`src/rtl/pipe_adder_pkg.sv`:
```
// Shared constants and the per-slice result type for the pipelined adder.
// The slice result is sized for the widest supported slice; narrower slices zero-fill the upper bits.
package pipe_adder_pkg;

  localparam int DEFAULT_WIDTH  = 16;
  localparam int DEFAULT_STAGES = 4;
  localparam int SLICE_W_MAX    = 64;

  typedef struct packed {
    logic                   carry;
    logic [SLICE_W_MAX-1:0] sum;
  } slice_res_t;

endpackage

```
`src/rtl/pipe_adder_slice.sv`:
```
// adder_slice: purely combinational SW-bit add with carry in/out, one per pipeline stage.
module adder_slice
  import pipe_adder_pkg::*;
#(
  parameter int SW = DEFAULT_WIDTH / DEFAULT_STAGES
) (
  input  logic [SW-1:0] a,
  input  logic [SW-1:0] b,
  input  logic          cin,
  output slice_res_t    res
);

  logic [SW:0] full;

  always_comb begin
    full            = {1'b0, a} + {1'b0, b} + {{SW{1'b0}}, cin};
    res             = '0;
    res.carry       = full[SW];
    res.sum[SW-1:0] = full[SW-1:0];
  end

endmodule

```
`src/rtl/pipe_adder.sv`:
```
// Pipelined WIDTH-bit adder: STAGES slices chained through registered carries, with valid/ready flow control.
// Define PIPE_ADDER_OVF_EN to add the registered signed-overflow output ovf.
module pipe_adder
  import pipe_adder_pkg::*;
#(
  parameter int WIDTH  = DEFAULT_WIDTH,
  parameter int STAGES = DEFAULT_STAGES
) (
  input  logic             clk,
  input  logic             rst_n,
  input  logic             in_valid,
  output logic             in_ready,
  input  logic [WIDTH-1:0] a,
  input  logic [WIDTH-1:0] b,
  input  logic             cin,
  output logic             out_valid,
  input  logic             out_ready,
  output logic [WIDTH-1:0] sum,
  output logic             cout
`ifdef PIPE_ADDER_OVF_EN
  ,
  output logic             ovf
`endif
);

  localparam int SW = WIDTH / STAGES;

  if (STAGES < 1 || WIDTH < 2 || (WIDTH % STAGES) != 0 || SW > SLICE_W_MAX) begin : g_param_check
    $error("pipe_adder: WIDTH must be >= 2 and a multiple of STAGES >= 1, slice width <= SLICE_W_MAX");
  end

  logic              adv;
  logic [STAGES-1:0] vin;
  logic [STAGES-1:0] ld;
  logic [STAGES-1:0] valid_d, valid_q;
  logic [STAGES-1:0] carry_d, carry_q;

  // Stage k loads only when the whole pipe advances and a real transaction is arriving,
  // so bubbles and idle operand changes never disturb stored data.
  always_comb begin
    adv    = !valid_q[STAGES-1] || out_ready;
    vin    = '0;
    vin[0] = in_valid;
    for (int k = 1; k < STAGES; k++) vin[k] = valid_q[k-1];
    ld      = vin & {STAGES{adv}};
    valid_d = adv ? vin : valid_q;
  end

  always_ff @(posedge clk or negedge rst_n) begin
    if (!rst_n) begin
      valid_q <= '0;
      carry_q <= '0;
    end else begin
      valid_q <= valid_d;
      carry_q <= carry_d;
    end
  end

  assign in_ready  = adv;
  assign out_valid = valid_q[STAGES-1];
  assign cout      = carry_q[STAGES-1];

  for (genvar j = 0; j < STAGES; j++) begin : g_slice
    logic [SW-1:0] a_in, b_in;
    logic          c_in;
    slice_res_t    res;
    logic [SW-1:0] sd_d [STAGES-j];
    logic [SW-1:0] sd_q [STAGES-j];

    if (j == 0) begin : g_head
      assign a_in = a[SW-1:0];
      assign b_in = b[SW-1:0];
      assign c_in = cin;
    end else begin : g_skew
      // Operand slice j rides a j-deep delay line so it meets the carry from slice j-1.
      logic [2*SW-1:0] op_d [j];
      logic [2*SW-1:0] op_q [j];

      always_comb begin
        op_d = op_q;
        if (ld[0]) op_d[0] = {a[j*SW +: SW], b[j*SW +: SW]};
        for (int i = 1; i < j; i++) begin
          if (ld[i]) op_d[i] = op_q[i-1];
        end
      end

      always_ff @(posedge clk or negedge rst_n) begin
        if (!rst_n) begin
          for (int i = 0; i < j; i++) op_q[i] <= '0;
        end else begin
          op_q <= op_d;
        end
      end

      assign {a_in, b_in} = op_q[j-1];
      assign c_in         = carry_q[j-1];
    end

    adder_slice #(.SW(SW)) u_slice (
      .a   (a_in),
      .b   (b_in),
      .cin (c_in),
      .res (res)
    );

    if (SW < SLICE_W_MAX) begin : g_pad
      logic pad_unused;
      assign pad_unused = |res.sum[SLICE_W_MAX-1:SW];
    end

    assign carry_d[j] = ld[j] ? res.carry : carry_q[j];

    // Finished sum slice j waits STAGES-1-j more stages so the whole word emerges together.
    always_comb begin
      sd_d = sd_q;
      if (ld[j]) sd_d[0] = res.sum[SW-1:0];
      for (int i = 1; i < STAGES - j; i++) begin
        if (ld[j+i]) sd_d[i] = sd_q[i-1];
      end
    end

    always_ff @(posedge clk or negedge rst_n) begin
      if (!rst_n) begin
        for (int i = 0; i < STAGES - j; i++) sd_q[i] <= '0;
      end else begin
        sd_q <= sd_d;
      end
    end

    assign sum[j*SW +: SW] = sd_q[STAGES-j-1];

`ifdef PIPE_ADDER_OVF_EN
    if (j == STAGES - 1) begin : g_ovf
      logic ovf_d, ovf_q;

      always_comb begin
        ovf_d = ovf_q;
        if (ld[j]) ovf_d = (a_in[SW-1] ^ b_in[SW-1] ^ res.sum[SW-1]) ^ res.carry;
      end

      always_ff @(posedge clk or negedge rst_n) begin
        if (!rst_n) ovf_q <= 1'b0;
        else        ovf_q <= ovf_d;
      end

      assign ovf = ovf_q;
    end
`endif
  end

endmodule
```
`config.mk`:
```
export PLATFORM = sky130hd
export DESIGN_NAME = pipe_adder
export DESIGN_NICKNAME = d
export VERILOG_FILES = /design/src/rtl/pipe_adder_pkg.sv /design/src/rtl/pipe_adder_slice.sv /design/src/rtl/pipe_adder.sv
export SDC_FILE = /design/constraint.sdc
export NUM_CORES = 1
export LEC_CHECK = 0
export CELL_PAD_IN_SITES_DETAIL_PLACEMENT = 0
export CELL_PAD_IN_SITES_GLOBAL_PLACEMENT = 1
export CORE_ASPECT_RATIO = 0.75
export CORE_MARGIN = 2
export CORE_UTILIZATION = 36
export CTS_CLUSTER_SIZE = 14
export DETAILED_ROUTE_END_ITERATION = 6
export GPL_TIMING_DRIVEN = 0
export PLACE_DENSITY = 0.66
export RECOVER_POWER = 50
export SYNTH_ARGS = -nofsm -noshare
export SYNTH_HDL_FRONTEND = slang
export SYNTH_HIERARCHICAL = 1
export SYNTH_SLANG_ARGS = --single-unit
```
`constraint.sdc`:
```
create_clock -name clk -period 1.84 [get_ports clk]
set_input_delay 0.368 -clock clk [delete_from_list [all_inputs] [get_ports clk]]
set_output_delay 0.368 -clock clk [all_outputs]
set_load 0.02 [all_outputs]
```
==> summary.md, run 1 <==
| Metric | Value |
|---|---|
| Final net count | `410` |
| IO buf count | `55` |
| Crit path max fanout | `2` |
| Share of cells above drive strength 1 | `40.8%` |
| Filler Cells Inserted | `1123` |
| Yosys Warn Count | `6` |
| CP Capture Type | `register` |
| Worst skew pair latency | `0.34 ns` |
| Hold path start | `valid_q[1]` |
| Max_cap viols | `0` |
| Kind of critical path | `in2reg` |
| Worst Path Required | `2.07 ns` |
| Final Hold Fails | `0` |
| CTS tree | `yes` |
| Placement Rows | `36` |
| Status | `completed` |
| Gp weighted congestion | `roughly 0.72` |
| Slew Limit Fails | `0` |
| Min-delay worst type | `reg2reg` |
| Most common cell after layout, fill and taps aside | `dfrtp_1` |
| Cells along the critical path | `clkdlybuf4s50_1 -> fa_2 -> inv_1 -> fa_2 -> nor2b_1 -> o21ai_1 -> nand2b_1 -> mux2_4` |
| Setup crit start kind | `input port` |
| Initial antenna violation count | `0` |
| Final setup violation count | `0` |
| Fin crit period | `1.81 ns` |
| Total Wirelength | `7.33 mm` |
| HPWL Detailed | `5.56 mm` |
| Worst Tran Pin Value | `0.736 ns` |
| Placeable Area | `12800 um2` |
| Via density | `~4.3` |
| Worst flop-to-flop path startpoint | `g_slice[3].a_in[0]` |
| Clk_skew | `0.00561 ns` |
| CP peak stage delay | `0.44 ns` |
| Num CTS Buffers | `9` |
| Die W | `136 um` |
| Worst VDD drop | `0.576 mV` |
| Clock sink count | `96` |
| Ports | `56` |
| Drt pass-1 iters | `4` |
| DR iter-0 viols | `68` |
| Most frequent CP cell | `fa_2` |
| Die span in y | `103 um` |
| Initial core utilization | `36.4%` |
| CP max-delay cell | `clkdlybuf4s50_1` |
| Drt wl/cell | `13.9 um` |
| H-tree level count | `3` |
| Number of global-route vias before repair | `2274` |
| Reg-to-reg endpoint | `carry_q[3]` |
| Die area | `between 10000 and 15000 um2` |
| Largest net degree at the start of global routing | `70` |
| Syn Area/Cell | `16.4 um2` |
| Lkg Pwr | `0.00275 uW` |
| Worst Hold Path EP | `valid_q[1]` |
| Relative slew slack | `50.9%` |
| GRT Overall Usage | `around an eighth` |
| Cell Area, Synth | `4670 um2` |
| Syn_nets | `342` |
| Cells after Synth | `around 290` |
| Clock-pin transition on the worst setup and hold timing paths | `approximately 0.07 ns` |
| Setup repair bufs after CTS | `0` |
| Design area | `5760 um2` |
| Global route overflow | `0` |
| Most frequent cells in the layout | `dfrtp_1 (96), mux2_4 (77), clkdlybuf4s50_1 (53)` |
| Setup TNS | `0 ns` |
| Pwr Density | `between 1500 and 2000 nW/um2` |
| CP arrival | `2.04 ns` |
| Final ANT Viol Nets | `0` |
| Antenna cells | `0` |
| Max Clk Rate | `about 0.55 GHz` |
| DP Area | `5460 um2` |
| First-pass GRT wire length | `12.1 mm` |
| Depth of the worst register-to-register path | `7` |
| R2r setup slk | `0.10 ns` |
| Fin crit share | `98.5%` |
| RSZ-0062 raised after global routing | `yes` |
| Clock Tree Root | `clkbuf_16` |
| Max clock buf depth | `2` |
| Syn-to-layout area delta | `23.4%` |
| Hold depth | `2` |
| # DRC | `0` |
| Via count | `2254` |
-- worst max path at each step --
stage / startpoint / end / slack (ns) / cells past startpoint
2_1_floorplan: g_slice[2].a_in[0] / carry_q[2] / 0.16 / 7
3_3_place_gp: rst_n / g_slice[1].g_skew.op_q[6] / -3.17 / 1
3_5_place_dp: a[0] / carry_q[0] / -0.41 / 8
4_1_cts: a[0] / carry_q[0] / 0.002 / 8
5_1_grt: a[0] / carry_q[0] / -0.02 / 8
6_report: a[0] / carry_q[0] / 0.03 / 8
-- critical path: cells and delay by family --
kind,cells,cell delay [ns]
and+or+nand+nor,2,0.14
buffers and inverters,2,0.52
AOI/OAI and AO/OA,1,0.13
muxes,1,0.28
adders and majority gates,2,0.61
-- where the power goes --
part	switching (uW)	leakage [uW]	internal (uW)
sequential	644	0.00113	3090
clock	760	0.000149	1030
combinational	1740	0.00147	3060
-- sequential cells by signal, summed over array words and instances, names as in the netlist --
signal	cells
g_slice.b_in	8
g_slice.sd_q	28
g_slice.a_in	8
sum	12
g_slice.g_skew.op_q	32
valid_q	4
carry_q	4
-- area by class of cell --
type	instances	area, um2	area share [%]
Tap cell	171	214	3.71
Multi-Input combinational cell	152	1950	33.9
Timing Repair Buffer	57	578	10.0
Clock buffer	12	267	4.62
Clock inverter	4	27.5	0.478
Buffer	20	250	4.34
Inverter	17	71.3	1.24
Sequential cell	96	2400	41.7
-- metal layers --
layer | up-vias | track usage, % | wire (um)
met1 | 1102 | 15.8 | 3710
met2 | 38 | 17.6 | 3190
met4 | 0 | 5.05 | 134
li1 | 1103 | - | -
met5 | - | 0 | 0
met3 | 11 | 3.39 | 305
-- per-stage QoR --
step	util [%]	hold slack [ns]	instances	worst slack (ns)	power, uW
floorplan	-	0.0724	285	0.164	7370
global placement	42.3	0.486	511	-3.17	8540
detailed placement	42.5	0.312	512	-0.406	8670
CTS	44.9	0.486	529	0.00195	10500
global route	44.9	0.503	529	-0.0237	11100
finish	44.9	0.480	529	0.0279	10300
-- repair_timing --
action | 4_1_cts | 5_1_grt
gates cloned | 0 | 0
gates resized for setup | 4 | 7
setup endpoints to repair | 2 | 5
hold endpoints to repair | 27 | 0
hold buffers | 1 | 0
No activity file was read; power rests on OpenSTA's default activity.
==> run 2: changes to the inputs <==
--- a/config.mk
+++ b/config.mk
@@ -10,11 +10,12 @@
 export CORE_ASPECT_RATIO = 0.75
 export CORE_MARGIN = 2
 export CORE_UTILIZATION = 36
+export CTS_CLUSTER_DIAMETER = 50
 export CTS_CLUSTER_SIZE = 14
 export DETAILED_ROUTE_END_ITERATION = 6
-export GPL_TIMING_DRIVEN = 0
 export PLACE_DENSITY = 0.66
 export RECOVER_POWER = 50
+export SLEW_MARGIN = 20
 export SYNTH_ARGS = -nofsm -noshare
 export SYNTH_HDL_FRONTEND = slang
 export SYNTH_HIERARCHICAL = 1
==> run 2 against run 1 <==
Core utilization shrank 0.85 points. First-iteration DRC count grew 46%. Sequential share of layout area grew 0.80 points. Die area is the same. Global-route usage shrank 0.43 points. Largest power group unchanged.
==> summary.md, run 2 (same netlist as run 1, synthesis figures left out) <==
| Metric | Value |
|---|---|
| Kind of critical path | `in2out` |
| Die W | `136 um (unchanged)` |
| Cells along the critical path | `clkdlybuf4s50_1 -> nor2b_4 -> inv_8 -> dlygate4sd2_1` |
| Initial antenna violation count | `0 (unchanged)` |
| Placeable Area | `12800 um2 (unchanged)` |
| Max_cap viols | `0 (unchanged)` |
| Most frequent cells in the layout | `dfrtp_1 (96), mux2_4 (73), clkdlybuf4s50_1 (53)` |
| Depth of the worst register-to-register path | `7 (unchanged)` |
| Share of cells above drive strength 1 | `38.7% (-2.1 points)` |
| HPWL Detailed | `5.29 mm (-4.9%)` |
| CP max-delay cell | `clkdlybuf4s50_1` |
| Drt wl/cell | `13.6 um (-2.0%)` |
| Relative slew slack | `55.8% (+4.9 points)` |
| Slew Limit Fails | `0 (unchanged)` |
| Fin crit share | `96.5% (-1.9 points)` |
| Post-route core utilization | `44.1% (-0.85 points)` |
| Via count | `2201 (-2.4%)` |
| Antenna cells | `0 (unchanged)` |
| Worst Hold Path EP | `g_slice[3].b_in[0]` |
| Fin crit period | `1.78 ns (-0.0357 ns)` |
| Placed insts | `507 (-0.98%)` |
| CTS tree | `yes` |
| Die span in y | `103 um (unchanged)` |
| DR iter-0 viols | `99 (+46%)` |
| Min-delay worst type | `reg2reg` |
| CP peak stage delay | `0.45 ns (about the same)` |
| Drt pass-1 iters | `4 (unchanged)` |
| Ports | `56 (unchanged)` |
| Hold path start | `g_slice[3].g_skew.op_q[8]` |
| Total Wirelength | `7.13 mm (-2.8%)` |
| DP Area | `5370 um2 (-1.7%)` |
| H-tree level count | `3 (unchanged)` |
| RSZ-0062 raised after global routing | `no` |
| Setup crit start kind | `input port` |
| # DRC | `0 (unchanged)` |
| Clock sink count | `96 (unchanged)` |
| Number of global-route vias before repair | `2347 (+3.2%)` |
| Worst flop-to-flop path startpoint | `g_slice[2].a_in[0]` |
| Gp weighted congestion | `0.698 (-3.5%)` |
| Design area | `5660 um2 (-1.9%)` |
| Crit path max fanout | `2 (unchanged)` |
| Pwr Density | `1790 nW/um2 (about the same)` |
| R2r setup slk | `0.07 ns (-0.03 ns)` |
| Worst Path Required | `1.47 ns (-0.60 ns)` |
| Final net count | `406 (-0.98%)` |
| Max Clk Rate | `0.563 GHz (+2.0%)` |
| Worst VDD drop | `0.785 mV (+36%)` |
| Status | `completed` |
| Lkg Pwr | `0.00269 uW (-2.2%)` |
| Num CTS Buffers | `9 (unchanged)` |
| Clock Tree Root | `clkbuf_16` |
| Syn-to-layout area delta | `21.1%` |
| Max reg flops | `32 (unchanged)` |
| Via density | `4.19 (-1.6%)` |
| Global route overflow | `0 (unchanged)` |
| Largest net degree at the start of global routing | `41 (-41%)` |
| Initial core utilization | `36.4% (unchanged)` |
| Final ANT Viol Nets | `0 (unchanged)` |
| CP Capture Type | `output port` |
| Clock-pin transition on the worst setup and hold timing paths | `0.07 ns (about the same)` |
| Placement Rows | `36 (unchanged)` |
| IO buf count | `55 (unchanged)` |
| Clk_skew | `0.00843 ns (+0.00282 ns)` |
| Worst Tran Pin Value | `0.663 ns (-0.0728 ns)` |
| First-pass GRT wire length | `12.2 mm (+0.97%)` |
| Die area | `13900 um2 (unchanged)` |
| Total power draw | `10100 uW (-1.8%)` |
| Most common cell after layout, fill and taps aside | `dfrtp_1` |
| Reg-to-reg endpoint | `carry_q[2]` |
| Register with the most flip-flops | `g_slice.g_skew.op_q` |
| Final Hold Fails | `0 (unchanged)` |
| CP arrival | `1.41 ns (-0.63 ns)` |
| Hold depth | `1 (-1)` |
| Final setup violation count | `0 (unchanged)` |
| Worst skew pair latency | `0.33 ns (about the same)` |
| Max clock buf depth | `2 (unchanged)` |
| Post-route insts no fill | `525 (-0.76%)` |
| GRT Overall Usage | `11.2% (-0.43 points)` |
[run 2: cell types whose count changed in the layout (fill, tap and decap cells not counted), sizes merged]
cell / before / now
buf: 21 / 16
bufinv: 0 / 1
clkbuf: 14 / 11
clkinv: 4 / 3
dlygate4sd2: 0 / 1
inv: 17 / 20
[run 2: power by group]
part / switching (uW) / internal [uW] / leakage (uW)
Combinational: 1690 / 2810 / 0.00140
Clock: 844 / 1090 / 0.000154
Sequential: 620 / 3090 / 0.00113
[run 2: worst max path at each step]
stage                             from         end  slack (ns)
CTS                 g_slice[2].a_in[0]  carry_q[2]       0.006
global placement                  a[0]  carry_q[0]       -0.29
finish                       out_ready    in_ready        0.06
detailed placement                a[0]  carry_q[0]       -0.35
global route        g_slice[3].a_in[0]  carry_q[3]      0.0003
floorplan           g_slice[2].a_in[0]  carry_q[2]        0.16
[run 2: metal layers]
layer  global-route usage, %  part of all wire (%)  wire length [um]  vias to the layer above
met5                       0                     0                 0                        -
met3                    2.61                   3.0               212                       10
li1                        -                     -                 -                     1093
met4                    2.40                   1.1                78                        0
met2                    16.1                    41              2950                       36
met1                    17.2                    55              3890                     1062
[run 2: layout make-up]
| type | instances | area, um2 |
|---|---|---|
| Clock buffer | 9 | 225 |
| Clock inverter | 7 | 87.6 |
| Fill cell | 1150 | 7180 |
| Inverter | 17 | 71.3 |
| Multi-Input combinational cell | 152 | 1940 |
| Sequential cell | 96 | 2400 |
| Tap cell | 171 | 214 |
| Timing Repair Buffer | 73 | 719 |
[run 2: critical path: cells and delay by family]
family / cells / cell delay, ns
buf+inv: 3 / 0.81
simple gates: 1 / 0.23
[run 2: what timing repair did]
item | in CTS | in global routing
pin swaps | 0 | 0
endpoints found under the hold margin | 24 | 0
resized for setup | 1 | 8
setup buffers | 0 | 1
endpoints found under the setup margin | 1 | 5
hold buffers | 1 | 0
[run 2: stage by stage]
step	hold slack, ns	worst slack (ns)	setup TNS [ns]
finish	0.500	0.0636	0
global route	0.522	0.000306	0
global placement	0.317	-0.287	-8.56
detailed placement	0.320	-0.347	-8.64
floorplan	0.0724	0.164	0
CTS	0.504	0.00630	0
